[src/rtl/handshake_receiver_if.sv]
// Purpose : upstream valid/ready channel carrying one WIDTH-bit word per transfer.
// Latency : n/a (signal bundle only).
// Backpressure: ready_o, driven by the slave, gates acceptance of valid_i/data_i.
// Ports   : valid_i, data_i (master -> slave); ready_o (slave -> master).
interface handshake_receiver_if #(
  parameter int WIDTH = 8
);
  logic             valid_i;
  logic [WIDTH-1:0] data_i;
  logic             ready_o;

  modport master (
    output valid_i,
    output data_i,
    input  ready_o
  );

  modport slave (
    input  valid_i,
    input  data_i,
    output ready_o
  );
endinterface

[src/rtl/handshake_receiver.sv]
// Purpose : sink of a valid/ready channel; buffers accepted words in a FWFT FIFO,
//           counts accepted transfers and flags upstream protocol violations.
// Latency : accept-to-rd_valid_o 1 cycle; pop-while-full to ready_o 1 cycle.
// Backpressure: registered ready_o drops when the next-cycle occupancy reaches DEPTH.
// Ports   : clk, reset (sync, active-low); up (slave modport: valid_i, data_i, ready_o);
//           rd_en_i, rd_valid_o, rd_data_o (consumer read port);
//           count_o (occupancy), rx_total_o (saturating accept count), err_o (sticky).
module handshake_receiver #(
  parameter int WIDTH = 8,
  parameter int DEPTH = 4,
  parameter int CNT_W = 16
) (
  input  logic                       clk,
  input  logic                       reset,
  handshake_receiver_if.slave        up,
  input  logic                       rd_en_i,
  output logic                       rd_valid_o,
  output logic [WIDTH-1:0]           rd_data_o,
  output logic [$clog2(DEPTH):0]     count_o,
  output logic [CNT_W-1:0]           rx_total_o,
  output logic                       err_o
);

  localparam int AW = $clog2(DEPTH);
  localparam logic [AW:0] FULL_CNT = (AW+1)'(DEPTH);

  logic [WIDTH-1:0] r_mem [DEPTH];
  logic [AW-1:0]    r_wr_ptr;
  logic [AW-1:0]    r_rd_ptr;
  logic [AW:0]      r_count;
  logic             r_ready;
  logic [CNT_W-1:0] r_total;
  logic             r_err;
  // Previous cycle was a stall (valid high, ready low) and the data then offered.
  logic             r_stall;
  logic [WIDTH-1:0] r_prev_data;

  logic             w_push;
  logic             w_pop;
  logic             w_viol;
  logic [AW:0]      w_count_nxt;

  assign w_push = up.valid_i & r_ready;
  // Pop qualified by the registered non-empty flag: a push into an empty
  // FIFO cannot be popped in the same cycle.
  assign w_pop  = rd_en_i & (r_count != '0);
  assign w_count_nxt = r_count + {{AW{1'b0}}, w_push} - {{AW{1'b0}}, w_pop};

  // A stalled master must keep valid high and data stable until accepted.
  assign w_viol = r_stall & (~up.valid_i | (up.data_i != r_prev_data));

  always_ff @(posedge clk) begin
    if (!reset) begin
      r_wr_ptr    <= '0;
      r_rd_ptr    <= '0;
      r_count     <= '0;
      r_ready     <= 1'b0;
      r_total     <= '0;
      r_err       <= 1'b0;
      r_stall     <= 1'b0;
      r_prev_data <= '0;
    end else begin
      if (w_push) begin
        r_wr_ptr <= r_wr_ptr + AW'(1);
      end
      if (w_pop) begin
        r_rd_ptr <= r_rd_ptr + AW'(1);
      end
      r_count <= w_count_nxt;
      // Looking at the next occupancy keeps ready_o registered yet never
      // lets a push land on a full FIFO.
      r_ready <= (w_count_nxt < FULL_CNT);
      if (w_push && (r_total != '1)) begin
        r_total <= r_total + CNT_W'(1);
      end
      if (w_viol) begin
        r_err <= 1'b1;
      end
      r_stall     <= up.valid_i & ~r_ready;
      r_prev_data <= up.data_i;
    end
  end

  // Storage needs no reset; the read port masks it while empty.
  always_ff @(posedge clk) begin
    if (reset && w_push) begin
      r_mem[r_wr_ptr] <= up.data_i;
    end
  end

  assign up.ready_o = r_ready;
  assign rd_valid_o = (r_count != '0);
  assign rd_data_o  = (r_count != '0) ? r_mem[r_rd_ptr] : '0;
  assign count_o    = r_count;
  assign rx_total_o = r_total;
  assign err_o      = r_err;

endmodule
[src/flat_wrapper.sv]
// flat-port wrapper written by rule: the top's interface ports become plain ports
module handshake_receiver_flat 
#(
  parameter int WIDTH = 8,
  parameter int DEPTH = 4,
  parameter int CNT_W = 16
)
  (clk, reset, rd_en_i, rd_valid_o, rd_data_o, count_o, rx_total_o, err_o, up_valid_i, up_data_i, up_ready_o);
  handshake_receiver_if #(.WIDTH(WIDTH)) up_i ();
  input  logic clk;
  input  logic reset;
  input  logic rd_en_i;
  output logic rd_valid_o;
  output logic [WIDTH-1:0] rd_data_o;
  output logic [$clog2(DEPTH):0] count_o;
  output logic [CNT_W-1:0] rx_total_o;
  output logic err_o;
  input wire logic [$bits(up_i.valid_i)-1:0] up_valid_i;
  input wire logic [$bits(up_i.data_i)-1:0] up_data_i;
  output wire logic [$bits(up_i.ready_o)-1:0] up_ready_o;
  assign up_i.valid_i = up_valid_i;
  assign up_i.data_i = up_data_i;
  assign up_ready_o = up_i.ready_o;
  handshake_receiver #(.WIDTH(WIDTH), .DEPTH(DEPTH), .CNT_W(CNT_W)) u_core (.clk(clk), .reset(reset), .up(up_i), .rd_en_i(rd_en_i), .rd_valid_o(rd_valid_o), .rd_data_o(rd_data_o), .count_o(count_o), .rx_total_o(rx_total_o), .err_o(err_o));
endmodule
[config.mk]
export PLATFORM = sky130hd
export DESIGN_NAME = handshake_receiver_flat
export DESIGN_NICKNAME = d
export VERILOG_FILES = /design/src/rtl/handshake_receiver_if.sv /design/src/rtl/handshake_receiver.sv /design/src/flat_wrapper.sv
export SDC_FILE = /design/constraint.sdc
export NUM_CORES = 1
export LEC_CHECK = 0
export CAP_MARGIN = 25
export CORE_MARGIN = 4
export CORE_UTILIZATION = 53
export DETAILED_ROUTE_END_ITERATION = 16
export GPL_ROUTABILITY_DRIVEN = 1
export PLACE_DENSITY = 0.84
export SYNTH_ARGS = -nofsm -noshare
export SYNTH_HDL_FRONTEND = slang
export SYNTH_SLANG_ARGS = --single-unit
[constraint.sdc]
create_clock -name clk -period 3.1 [get_ports clk]
set_input_delay 0.93 -clock clk [delete_from_list [all_inputs] [get_ports clk]]
set_output_delay 0.93 -clock clk [all_outputs]
set_load 0.005 [all_outputs]
* After elaboration in Yosys (flattened, before gate mapping)
Memories as Yosys holds them, arrays and structs flattened. A register that Yosys moved wholly into a read port is not among the register bits.
Cells that the tools add are included.
** Cells by class
- $add $sub $neg :: 5
- Magnitude comparators :: 1
- Equality and inequality tests :: 2
- Muxes and demuxes :: 5
- Bitwise logic cells :: 7
- Reduce and logical (&&, ||, !) cells :: 3
** Operator list (number)
- $add 16x1->16 const B :: 1
- $ne 16x16->1 const B :: 1
- $mux 8 :: 1
- $ne 8x8->1 :: 1
- $add 2x1->2 const B :: 2
- $and 1x1->1 :: 4
- $mux 2 :: 2
- $add 3x1->3 :: 1
- $lt 3x3->1 const B :: 1
- $reduce_bool 3->1 :: 1
- $sub 3x1->3 :: 1
- $logic_and 1x1->1 :: 2
- $mux 1 :: 2
- $not 1->1 :: 2
- $or 1x1->1 :: 1
** Word-level totals
- Bits in registers :: 34
- Bits in writable memories :: 32
- Input bits :: 12
- Output and inout bits :: 30
- Logic and storage cells :: 32
- Memories :: 1
** Memories
- u_core.r_mem :: words 4, bits a word 8, rd ports 1, clocked after Yosys merged registers in 1, wr ports 1, line handshake_receiver.sv:27 : logic [WIDTH-1:0] r_mem [DEPTH];

* Logic depth before layout (Yosys ltp)
- Word-level depth :: 4
- Mapped depth :: 10
- Depth with buffers taken out :: 10

* Least setup slack after synthesis
Ideal clock, no wire load.
- Path kind :: input-to-reg
- Start :: in rd_en_i
- End :: reg u_core.r_ready (netlist: u_core.up.ready_o)
- Setup time :: 0.115 ns
- Arrival :: 2.337 ns
- Required time :: 2.985 ns
- Setup slack :: 0.648 ns
- Stages on the path :: 9
- Path buffers :: 0
- Cells stage by stage :: and2_1 -> ha_1 -> inv_1 -> ha_1 -> inv_1 -> fa_1 -> xor2_1 -> xnor2_1 -> and2_1
** Between the ends
- Cells in the longest elaborated chain, start to end :: 3
** Ends and longest elaborated chain
- from (decl) :: line flat_wrapper.sv:12 : input logic rd_en_i;
- $and 1x1->1 :: line handshake_receiver.sv:46 : assign w_pop = rd_en_i & (r_count != '0);
- $sub 3x1->3 :: line handshake_receiver.sv:47 : assign w_count_nxt = r_count + {{AW{1'b0}}, w_push} - {{AW{1'b0}}, w_pop};
- $lt 3x3->1 :: line handshake_receiver.sv:72 : r_ready <= (w_count_nxt < FULL_CNT);
- to (signal assigned) :: line handshake_receiver.sv:72
- to (decl) :: line handshake_receiver.sv:31 : logic r_ready;
No other way between the ends.
A chain may end at the register's enable or synchronous reset.

==> flow_metrics.tcl <==
set metrics [dict create \
    status "completed" \
    firstDrtPassIters 5 \
    clk_path_buf_depth 2 \
    synth_top_cell_by_area "edfxtp_1" \
    clock-sinks 68 \
    p_leak_uw 0.00121 \
    ys.flop_type "dfxtp_1" \
    vdd_drop_max_mv 0.357 \
    synthTopCellsByCount "dfxtp_1 (36), edfxtp_1 (32), and2_1 (20)" \
    power_uw 2440 \
    finalClockSkew_ps 5.60 \
    rsz0062_at_grt "false" \
    ys_seq_elements 68 \
    drt_wl_total_mm 5.21 \
    num_vias 1849 \
    clkPwrFrac 0.315 \
    holdPathEnd "u_core.r_stall$_SDFF_PN0_" \
    rr_worst_depth 10 \
    endpoint_kind "output port" \
    globalplace.congestion 0.782 \
    slew_headroom 0.261 \
    die_y_um 81.5 \
    syn_avg_cell_area_um2 12.6 \
    period_needed_ps 2910 \
    first_global_vias 1874 \
    critPathSlowestCell "mux4_2" \
    synth.top_cell.area_share 0.335 \
    slew_viol_final 0 \
    switchingPower_uw 614 \
    synth.most_common_cell "dfxtp_1" \
    antenna_cells 0 \
    viasPerCell 5.31 \
    finalSetupViolCount 0 \
    grt_usage 0.182 \
    p_seq_frac 0.434 \
    fin_ws_ps 191 \
    cts_root_buf "clkbuf_8" \
    yosysUniqueCellTypes 37 \
    worstMarginPinSlew_ps 1100 \
    synth_edf_count 32 \
    path_buf_inv 2 \
    drv_cap 0 \
    critPathMaxStageDelay_ps 520 \
    dieWidth_um 81.5 \
    syn-num-nets 248 \
    cts_buffers 9 \
    period_share 0.938 \
    min_from "u_core.up.ready_o$_SDFF_PN0_" \
    max_freq_ghz 0.344 \
    cts_max_level 3 \
    worst_setup_path_start_kind "flip-flop" \
    power_density_nw_per_um2 689 \
    mappedNetlistArea_um2 2870 \
    clk_pin_slew_ps 70 \
    port_buffers 41 \
    crit_family "buffers and inverters" \
    path_class "flip-flop to output port" \
    synthTopCellsByArea "edfxtp_1 (34%), dfxtp_1 (25%), mux4_2 (6.3%), and2_1 (4.4%), ha_1 (3.1%)" \
    worst-path-max-fanout 8 \
    path_cells "buf_4 > mux4_2 > and2_1 > clkdlybuf4s50_1" \
    cts_setup_buffers 0 \
    hold_depth 1 \
    r2r_start "u_core.count_o[1]$_SDFF_PN0_" \
    power_switching_share 0.252 \
    async_flop_share 0 \
    grt_start_max_net_pins 16 \
    instances_no_fill 348 \
    hold_viol 0 \
    placed_cells 332 \
    start_util 0.554 \
    gr-total-overflow 0 \
    cts_hold_buf 0 \
    io_pins 42 \
    r2r_end "u_core.up.ready_o$_SDFF_PN0_" \
    core_area_um2 5170 \
    cts_tree "yes" \
    antenna_found_initial 0 \
    ant_nets 0 \
    hold_slack_ps 469 \
    fin_tns_setup_ps 0 \
    dpl.hpwl_mm 3.61 \
    min_path_type "flip-flop to flip-flop" \
    grt_pass1_wl_mm 8.97 \
    cp_data_required_time_ps 2170 \
    power_frac_comb 0.250 \
    clock_latency_ps 340 \
    layout.nets 293 \
    layout-drive-gt1-share 0.122 \
    post_drt_wl_per_cell_um 15.0 \
    synth-seq-area-share 0.587 \
    num_rows 26 \
    ys_warn_count 0 \
    dp_slack_ps 134 \
    arrival_ps 1980 \
    ctsResizeCount 0 \
    area_growth_pct 23.5 \
    syn-instance-count 228 \
    reg2reg_slack_ps 550 \
    dieArea_um2 6650 \
    p_int_uw 1830 \
    drc 0 \
    drtIter0Drc 74 \
]
final cells by class:
| class | instances | area, um^2 |
|---|---|---|
| Multi-Input combinational cell | 140 | 1080 |
| Clock inverter | 5 | 77.6 |
| Inverter | 8 | 30.0 |
| Tap cell | 70 | 87.6 |
| Fill cell | 381 | 1630 |
| Sequential cell | 68 | 1680 |
| Timing Repair Buffer | 46 | 448 |
| Clock buffer | 11 | 131 |
power groups by stage:
| stage | logic, uW | registers (uW) | clock network, uW |
|---|---|---|---|
| 2_1_floorplan | 361 | 1070 | 0 |
| 3_3_place_gp | 608 | 1080 | 0 |
| 3_5_place_dp | 622 | 1080 | 0 |
| 4_1_cts | 625 | 1060 | 786 |
| 5_1_grt | 683 | 1070 | 831 |
| 6_report | 611 | 1060 | 770 |
sequential cells by signal (all words and copies together), names as in the netlist, named ones only:
register and flops:
u_core.r_mem 32, u_core.r_prev_data 8, u_core.up.ready_o 1, u_core.err_o 1, u_core.r_wr_ptr 2, u_core.count_o 3, u_core.r_stall 1, u_core.rx_total_o 16
u_core.r_rd_ptr 2
layer usage:
metal  part of all wire  up-vias  wire length, um  global-route usage
met1               0.45      878             2330               0.223
li1                   -      924                -                   -
met2               0.50       40             2590               0.301
met4              0.010        0               53              0.0608
met5                  0        -                0                   0
met3              0.045        7              237              0.0614
metrics by stage:
step / cell area, um^2 / utilization
detailed placement: 3330 / 0.644
finish: 3540 / 0.685
CTS: 3540 / 0.685
global placement: 3330 / 0.644
global route: 3540 / 0.685
floorplan: 2870 / -
cell usage in the layout, fill, tap and decap left out, types with 5 or more instances in the layout:
| cell | count |
|---|---|
| and2_1 | 20 |
| and3_1 | 5 |
| nand2_1 | 9 |
| inv_1 | 8 |
| buf_4 | 5 |
| clkbuf_8 | 9 |
| xnor2_1 | 7 |
| xor2_1 | 7 |
| mux4_2 | 8 |
| nor2_1 | 11 |
| ha_1 | 7 |
| clkdlybuf4s50_1 | 41 |
| a21oi_1 | 11 |
| nand4_1 | 7 |
| or3_1 | 6 |
| o31ai_1 | 6 |
| edfxtp_1 | 32 |
| dfxtp_1 | 36 |
how the worst max path moves through the flow:
stage | startpoint | to | slack, ps | cells after the start
3_5_place_dp | rd_en_i | u_core.up.ready_o$_SDFF_PN0_ | 130 | 10
5_1_grt | flip-flop | rd_data_o[0] | 100 | 4
2_1_floorplan | rd_en_i | u_core.up.ready_o$_SDFF_PN0_ | 650 | 9
6_report | flip-flop | rd_data_o[4] | 190 | 4
3_3_place_gp | rd_en_i | u_core.up.ready_o$_SDFF_PN0_ | 170 | 10
4_1_cts | flip-flop | rd_data_o[4] | 160 | 4
logic make-up (layout without fill, tap and decap cells):
family          Yosys count  count (layout)  share of synthesized area
flops                    68              68                      0.587
simple gates             79              79                      0.163
fa+ha+maj                 8               8                     0.0375
mux                      12              12                     0.0768
buf+inv                  20              70                     0.0349
compound gates           27              27                     0.0581
xor+xnor                 14              14                     0.0428
Power figures use the tool's default switching activity.
